**src/rtl/microcode_sequencer_if.sv**
```systemverilog
// Sequencing bundle between the control ROM/datapath and the microcode sequencer.
// Carries control-word fields, flags, and the opcode towards the sequencer, plus the micro-address and status outputs back.
// No flow control: the sequencer consumes one control word per clock unless frozen by halt or wait.
interface microcode_sequencer_if #(
  parameter int unsigned U_ADDR_W = 14,
  parameter int unsigned OFFSET_W = 7
);
  logic [1:0]          typ_i;
  logic [OFFSET_W-1:0] offset_i;
  logic                cond_invert_i;
  logic                cond_flag_src_i;
  logic [3:0]          cond_sel_i;
  logic                escape_i;
  logic [3:0]          status_flags_i;   // {of,sf,cf,zf}
  logic [3:0]          u_flags_i;        // {u_of,u_sf,u_cf,u_zf}
  logic [7:0]          ir_i;
  logic                int_pending_i;
  logic                irq_en_i;
  logic                dma_req_i;
  logic                mode_i;
  logic                wait_i;
  logic                halt_i;
  logic [U_ADDR_W-1:0] u_addr_o;
  logic                cond_o;
  logic                fetch_o;
  logic                int_taken_o;

  // Control ROM / datapath side.
  modport master (
    output typ_i, offset_i, cond_invert_i, cond_flag_src_i, cond_sel_i, escape_i,
           status_flags_i, u_flags_i, ir_i, int_pending_i, irq_en_i, dma_req_i,
           mode_i, wait_i, halt_i,
    input  u_addr_o, cond_o, fetch_o, int_taken_o
  );

  // Sequencer side.
  modport slave (
    input  typ_i, offset_i, cond_invert_i, cond_flag_src_i, cond_sel_i, escape_i,
           status_flags_i, u_flags_i, ir_i, int_pending_i, irq_en_i, dma_req_i,
           mode_i, wait_i, halt_i,
    output u_addr_o, cond_o, fetch_o, int_taken_o
  );
endinterface

```
**src/rtl/microcode_sequencer.sv**
```systemverilog
// Microcode sequencer: computes the next 14-bit micro-address for the control ROM from the current control word.
// Latency: u_addr_o/fetch_o/int_taken_o registered one cycle after the control word is sampled; cond_o is combinational.
// Backpressure: halt_i freezes the address; escape_i with wait_i holds it so the same control word is re-issued.
// Ports: clk, arst (async active-low), bus (slave modport: control-word fields, flags, ir in; u_addr/cond/fetch/int_taken out).
module microcode_sequencer #(
  parameter int unsigned U_ADDR_W     = 14,
  parameter int unsigned OFFSET_W     = 7,
  parameter int unsigned STEPS_LOG2   = 6,
  parameter int unsigned RESET_U_ADDR = 0,
  parameter int unsigned FETCH_U_ADDR = 16,
  parameter int unsigned TRAP_U_ADDR  = 32
) (
  input logic                 clk,
  input logic                 arst,
  microcode_sequencer_if.slave bus
);

  typedef enum logic [1:0] {
    TYP_OFFSET     = 2'b00,
    TYP_BRANCH     = 2'b01,
    TYP_PRE_FETCH  = 2'b10,
    TYP_POST_FETCH = 2'b11
  } typ_e;

  localparam logic [U_ADDR_W-1:0] RESET_A = U_ADDR_W'(RESET_U_ADDR);
  localparam logic [U_ADDR_W-1:0] FETCH_A = U_ADDR_W'(FETCH_U_ADDR);
  localparam logic [U_ADDR_W-1:0] TRAP_A  = U_ADDR_W'(TRAP_U_ADDR);

  typ_e                typ;
  logic [3:0]          flags;
  logic                cond_raw;
  logic                cond;
  logic                irq_ok;
  logic [U_ADDR_W-1:0] off_sext;
  logic [U_ADDR_W-1:0] u_addr_q, u_addr_d;
  logic                fetch_q, fetch_d;
  logic                int_taken_q, int_taken_d;

  assign typ      = typ_e'(bus.typ_i);
  assign irq_ok   = bus.int_pending_i & bus.irq_en_i;
  // Two's complement offset widened to address width; the add then wraps modulo 2^U_ADDR_W.
  assign off_sext = {{(U_ADDR_W-OFFSET_W){bus.offset_i[OFFSET_W-1]}}, bus.offset_i};

  // Condition multiplexer; flags are {of,sf,cf,zf}.
  always_comb begin
    flags    = bus.cond_flag_src_i ? bus.u_flags_i : bus.status_flags_i;
    cond_raw = 1'b0;
    case (bus.cond_sel_i)
      4'd0:    cond_raw = flags[0];
      4'd1:    cond_raw = flags[1];
      4'd2:    cond_raw = flags[2];
      4'd3:    cond_raw = flags[3];
      4'd4:    cond_raw = flags[2] ^ flags[3];
      4'd5:    cond_raw = flags[0] | (flags[2] ^ flags[3]);
      4'd6:    cond_raw = flags[0] | flags[1];
      4'd7:    cond_raw = irq_ok;
      4'd8:    cond_raw = bus.dma_req_i;
      4'd9:    cond_raw = bus.mode_i;
      4'd10:   cond_raw = bus.wait_i;
      4'd15:   cond_raw = 1'b1;
      default: cond_raw = 1'b0;
    endcase
    cond = cond_raw ^ bus.cond_invert_i;
  end

  // Next micro-address: halt beats wait-state, which beats typ decode.
  always_comb begin
    u_addr_d    = u_addr_q;
    int_taken_d = 1'b0;
    if (bus.halt_i) begin
      u_addr_d = u_addr_q;
    end else if (bus.escape_i && bus.wait_i) begin
      u_addr_d = u_addr_q;
    end else begin
      case (typ)
        TYP_OFFSET:     u_addr_d = u_addr_q + off_sext;
        TYP_BRANCH:     u_addr_d = cond ? (u_addr_q + off_sext) : (u_addr_q + 1'b1);
        TYP_PRE_FETCH: begin
          u_addr_d    = irq_ok ? TRAP_A : FETCH_A;
          int_taken_d = irq_ok;
        end
        TYP_POST_FETCH: u_addr_d = {bus.ir_i, {STEPS_LOG2{1'b0}}};
        default:        u_addr_d = u_addr_q;
      endcase
    end
    // Registered alongside the address so it tracks every landing on the fetch entry.
    fetch_d = (u_addr_d == FETCH_A);
  end

  always_ff @(posedge clk or negedge arst) begin
    if (!arst) begin
      u_addr_q    <= RESET_A;
      fetch_q     <= 1'b0;
      int_taken_q <= 1'b0;
    end else begin
      u_addr_q    <= u_addr_d;
      fetch_q     <= fetch_d;
      int_taken_q <= int_taken_d;
    end
  end

  assign bus.u_addr_o    = u_addr_q;
  assign bus.cond_o      = cond;
  assign bus.fetch_o     = fetch_q;
  assign bus.int_taken_o = int_taken_q;

endmodule

```
**src/flat_wrapper.sv**
```systemverilog
// flat-port wrapper written by rule: the top's interface ports become plain ports
module microcode_sequencer_flat 
#(
  parameter int unsigned U_ADDR_W     = 14,
  parameter int unsigned OFFSET_W     = 7,
  parameter int unsigned STEPS_LOG2   = 6,
  parameter int unsigned RESET_U_ADDR = 0,
  parameter int unsigned FETCH_U_ADDR = 16,
  parameter int unsigned TRAP_U_ADDR  = 32
)
  (clk, arst, bus_typ_i, bus_offset_i, bus_cond_invert_i, bus_cond_flag_src_i, bus_cond_sel_i, bus_escape_i, bus_status_flags_i, bus_u_flags_i, bus_ir_i, bus_int_pending_i, bus_irq_en_i, bus_dma_req_i, bus_mode_i, bus_wait_i, bus_halt_i, bus_u_addr_o, bus_cond_o, bus_fetch_o, bus_int_taken_o);
  microcode_sequencer_if #(.U_ADDR_W(U_ADDR_W), .OFFSET_W(OFFSET_W)) bus_i ();
  input logic clk;
  input logic arst;
  input wire logic [$bits(bus_i.typ_i)-1:0] bus_typ_i;
  input wire logic [$bits(bus_i.offset_i)-1:0] bus_offset_i;
  input wire logic [$bits(bus_i.cond_invert_i)-1:0] bus_cond_invert_i;
  input wire logic [$bits(bus_i.cond_flag_src_i)-1:0] bus_cond_flag_src_i;
  input wire logic [$bits(bus_i.cond_sel_i)-1:0] bus_cond_sel_i;
  input wire logic [$bits(bus_i.escape_i)-1:0] bus_escape_i;
  input wire logic [$bits(bus_i.status_flags_i)-1:0] bus_status_flags_i;
  input wire logic [$bits(bus_i.u_flags_i)-1:0] bus_u_flags_i;
  input wire logic [$bits(bus_i.ir_i)-1:0] bus_ir_i;
  input wire logic [$bits(bus_i.int_pending_i)-1:0] bus_int_pending_i;
  input wire logic [$bits(bus_i.irq_en_i)-1:0] bus_irq_en_i;
  input wire logic [$bits(bus_i.dma_req_i)-1:0] bus_dma_req_i;
  input wire logic [$bits(bus_i.mode_i)-1:0] bus_mode_i;
  input wire logic [$bits(bus_i.wait_i)-1:0] bus_wait_i;
  input wire logic [$bits(bus_i.halt_i)-1:0] bus_halt_i;
  output wire logic [$bits(bus_i.u_addr_o)-1:0] bus_u_addr_o;
  output wire logic [$bits(bus_i.cond_o)-1:0] bus_cond_o;
  output wire logic [$bits(bus_i.fetch_o)-1:0] bus_fetch_o;
  output wire logic [$bits(bus_i.int_taken_o)-1:0] bus_int_taken_o;
  assign bus_i.typ_i = bus_typ_i;
  assign bus_i.offset_i = bus_offset_i;
  assign bus_i.cond_invert_i = bus_cond_invert_i;
  assign bus_i.cond_flag_src_i = bus_cond_flag_src_i;
  assign bus_i.cond_sel_i = bus_cond_sel_i;
  assign bus_i.escape_i = bus_escape_i;
  assign bus_i.status_flags_i = bus_status_flags_i;
  assign bus_i.u_flags_i = bus_u_flags_i;
  assign bus_i.ir_i = bus_ir_i;
  assign bus_i.int_pending_i = bus_int_pending_i;
  assign bus_i.irq_en_i = bus_irq_en_i;
  assign bus_i.dma_req_i = bus_dma_req_i;
  assign bus_i.mode_i = bus_mode_i;
  assign bus_i.wait_i = bus_wait_i;
  assign bus_i.halt_i = bus_halt_i;
  assign bus_u_addr_o = bus_i.u_addr_o;
  assign bus_cond_o = bus_i.cond_o;
  assign bus_fetch_o = bus_i.fetch_o;
  assign bus_int_taken_o = bus_i.int_taken_o;
  microcode_sequencer #(.U_ADDR_W(U_ADDR_W), .OFFSET_W(OFFSET_W), .STEPS_LOG2(STEPS_LOG2), .RESET_U_ADDR(RESET_U_ADDR), .FETCH_U_ADDR(FETCH_U_ADDR), .TRAP_U_ADDR(TRAP_U_ADDR)) u_core (.clk(clk), .arst(arst), .bus(bus_i));
endmodule
```
**config.mk**
```make
export PLATFORM = sky130hd
export DESIGN_NAME = microcode_sequencer_flat
export DESIGN_NICKNAME = d
export VERILOG_FILES = /design/src/rtl/microcode_sequencer_if.sv /design/src/rtl/microcode_sequencer.sv /design/src/flat_wrapper.sv
export SDC_FILE = /design/constraint.sdc
export NUM_CORES = 1
export LEC_CHECK = 0
export BUFFER_PORTS_ARGS = -buffer_cell sky130_fd_sc_hd__buf_4
export CORE_UTILIZATION = 40
export DETAILED_ROUTE_END_ITERATION = 12
export PLACE_DENSITY = 0.64
export SLEW_MARGIN = 20
export SYNTH_ARGS = -nofsm -noshare
export SYNTH_HDL_FRONTEND = slang
export SYNTH_SLANG_ARGS = --single-unit
```
**constraint.sdc**
```tcl
create_clock -name clk -period 6.94 [get_ports clk]
set_input_delay 1.735 -clock clk [delete_from_list [all_inputs] [get_ports clk]]
set_output_delay 1.735 -clock clk [all_outputs]
set_load 0.05 [all_outputs]
```
==> results.json <==
{
  "run_status": "finished clean",
  "combined_area_of_the_multi_input_logic_cells_um2": 1530,
  "die_height_um": 73.0,
  "end_kind": "output port",
  "drt-total-wl_um": 5720,
  "hold_viol_final": 0,
  "p_leak_nw": 1.11,
  "timing_max_transition_violations_final": 0,
  "crit_path_max_fanout": 9,
  "clk_latency_ns": 0.26,
  "worst_setup_path_start_kind": "primary input",
  "coreArea_um2": 4790,
  "worst_ir_drop_vdd_v": 0.000161,
  "number_of_i_o_pins": 57,
  "grt_pass1_wl_um": 9230,
  "tritoncts": "done",
  "holdBufCountCts": 0,
  "worst_r2r_endpoint": "u_core.bus.fetch_o$_DFF_PN0_",
  "netlist_instances": 248,
  "area_growth_syn_to_layout_pct": 25.1,
  "cts-htree-levels": 1,
  "mostFrequentLayoutCells": "buf_4, nand2_1, a21oi_1, nor2_1, dfrtp_1",
  "final_cycle_utilization_of_the_critical_path_pct": 74.8,
  "grt_pass1_vias": 1897,
  "finClkSkew_ns": 0.00131,
  "netlist_area_um2": 2020,
  "layout.area.seq_um2": 400,
  "post_synth_edffs": 0,
  "cp.arrival_ns": 3.46,
  "number_of_cells_traversed_by_the_worst_register_to_register_path": 13,
  "power.total_uw": 673,
  "tightestPinTransition_ns": 0.792,
  "setup_tns_ns": 0,
  "cts-buffers-inserted": 3,
  "period_minus_slack_ns": 5.19,
  "critical_path_buf_inv_count": 3,
  "cts_clk_pin_slew_worst_paths_ns": 0.07,
  "netlist-cell-type-count": 68,
  "global_route.usage.total_pct": 22.7,
  "post_synthesis_sequential_area_ratio_pct": 19.8,
  "number_of_antenna_violations_at_the_first_check_in_global_routing": 0,
  "final-instance-count-excl-fill": 367,
  "drv.max_cap_violation_count": 0,
  "worst_path_dominant_cell_family": "multiplexers",
  "fp-row-count": 25,
  "grt_overflow": 0,
  "numPortBuffers": 56,
  "synth_fp_nets": 303,
  "grt_setup_unrepaired": "no",
  "routed_wl_per_cell_um": 15.6,
  "drive_above_1_share_pct": 25.0,
  "regToRegSetupSlack_ns": 3.46,
  "max_freq_mhz": 193,
  "synth-seq-cells": 16,
  "hold_end": "u_core.bus.u_addr_o[4]$_DFF_PN0_",
  "dpl.hpwl_um": 4490,
  "ys_async_sr_fraction_pct": 100,
  "initialDrtViolationCount": 166,
  "cts_root_buf": "clkbuf_8",
  "critPathMostFrequentCell": "buf_4",
  "num-nets-final": 357,
  "floorplan.die_area_um2": 5330,
  "cts_post_setup_buffers_inserted": 0,
  "worstPathRequired_ns": 5.20,
  "postCtsResizedCells": 0,
  "fill_cells": 473,
  "criticalPathCategory": "in2out",
  "utilization_of_the_core_after_routing_pct": 52.8,
  "hold_start": "u_core.bus.u_addr_o[4]$_DFF_PN0_",
  "worstHoldPathType": "reg2reg",
  "max_slew_headroom_pct": 46.8,
  "ys.flop_type": "dfrtp_1",
  "route.detailed.drc": 0,
  "timing.final.setup_violations": 0,
  "vias_after_detailed_routing": 2115,
  "sink_count_of_the_clock_tree": 16,
  "drtAntennaViolNets": 0,
  "gp_congestion": 0.773,
  "grt_max_degree": 23,
  "synthesis.yosys.warnings": 0,
  "dieWidth_um": 73.0,
  "cp-startpoint": "bus_cond_flag_src_i",
  "timing.rr.start": "u_core.bus.u_addr_o[0]$_DFF_PN0_",
  "syn_area_per_cell_um2": 8.14,
  "dr.pass1.iters": 4,
  "via_cell_ratio": 5.76,
  "pwr_density_cell_nw_per_um2": 266,
  "max_stage_delay_ns": 0.50,
  "initial_core_util_pct": 42.2,
  "antenna_cells": 0,
  "slowest_stage": "mux4_2",
  "cts_max_path_buffers": 2,
  "timing.critical_path.cells": "buf_4 -> mux4_2 -> mux2_4 -> nand3b_1 -> a211o_2 -> nand3_2 -> inv_2 -> buf_4",
  "placed_cells": 364,
  "layout_commonest_cell": "buf_4",
  "whs_path_depth": 2
}
[tightest hold or removal path: stages (launching register included)]
cell and delay [ns]:
dfrtp_1 0.43, nand2_1 0.09, nand2_1 0.06
[cells by family after synthesis]
family,Yosys count,synth area share (%)
muxes,8,5.52
DFF,16,19.8
buffers and inverters,20,4.53
adders and majority gates,15,9.67
AOI/OAI and AO/OA,75,26.3
xor gates and xnor gates,17,7.38
and+or+nand+nor,97,26.8
[layout make-up]
class                      count  area share, %
multi-input combinational    212           60.5
timing repair buffer          57           16.9
sequential                    16           15.9
clock buffer                   3           1.64
inverter                      12           1.78
tap                           67           3.32
[metal layers]
metal / GRT usage, % / vias to the layer above / share of wire (%)
met3: 2.35 / 7 / 5.6
met2: 37.9 / 63 / 47
met1: 30.6 / 981 / 46
li1: - / 1064 / -
met4: 7.19 / 0 / 1.6
met5: 0 / - / 0
[synthesized netlist by cell type (all sizes together) (2+ instances only)]
| master | count | area, um^2 |
|---|---|---|
| mux2 | 2 | 26.3 |
| o31ai | 4 | 30.0 |
| nor3 | 11 | 60.1 |
| or4 | 2 | 15.0 |
| nor4b | 2 | 17.5 |
| o32ai | 2 | 17.5 |
| dfrtp | 16 | 400 |
| clkbuf | 5 | 18.8 |
| and3 | 4 | 25.0 |
| o22ai | 3 | 18.8 |
| nand2 | 25 | 104 |
| buf | 3 | 27.5 |
| o21bai | 2 | 15.0 |
| a21oi | 18 | 90.1 |
| nor2 | 17 | 63.8 |
| nand3 | 10 | 55.1 |
| a211o | 6 | 53.8 |
| inv | 11 | 41.3 |
| a21o | 4 | 30.0 |
| ha | 14 | 175 |
| mux4 | 2 | 45.0 |
| o311ai | 3 | 26.3 |
| or2 | 2 | 12.5 |
| nand2b | 2 | 12.5 |
| nor4 | 7 | 65.1 |
| xnor2 | 12 | 105 |
| xor2 | 5 | 43.8 |
| a211oi | 2 | 15.0 |
| o21ai | 12 | 60.1 |
| nand4 | 4 | 25.0 |
| a31o | 2 | 17.5 |
| mux2i | 4 | 40.0 |
| nand3b | 4 | 30.0 |
| a31oi | 6 | 52.6 |
[metrics by stage]
stage                     instance area [um^2]  setup slack, ns  hold slack (ns)
after floorplan                           2020             1.98            0.807
after global placement                    2480             1.78            0.586
after detailed placement                  2480             1.75            0.587
after CTS                                 2520             1.74            0.608
after global routing                      2520             1.68            0.646
final                                     2520             1.75            0.613
[state kept, by name (all words and copies together) (netlist names)]
| name | flops |
|---|---|
| u_core.bus.u_addr_o | 14 |
| u_core.bus.fetch_o | 1 |
| u_core.bus.int_taken_o | 1 |
[worst max-delay path by stage]
| stage | cells after the start | to | slack (ns) |
|---|---|---|---|
| floorplan | 7 | bus_cond_o | 1.98 |
| global placement | 8 | bus_cond_o | 1.78 |
| detailed placement | 8 | bus_cond_o | 1.75 |
| CTS | 8 | bus_cond_o | 1.74 |
| global route | 7 | bus_cond_o | 1.68 |
| finish | 8 | bus_cond_o | 1.75 |
[where the power goes]
group | leakage (nW) | internal [mW] | total, mW | switching, mW
Combinational | 0.890 | 0.172 | 0.437 | 0.265
Clock | 0.0216 | 0.0387 | 0.0738 | 0.0351
Sequential | 0.203 | 0.117 | 0.162 | 0.0445
Total | 1.11 | 0.328 | 0.673 | 0.345
No activity file was read; power rests on OpenSTA's default activity.
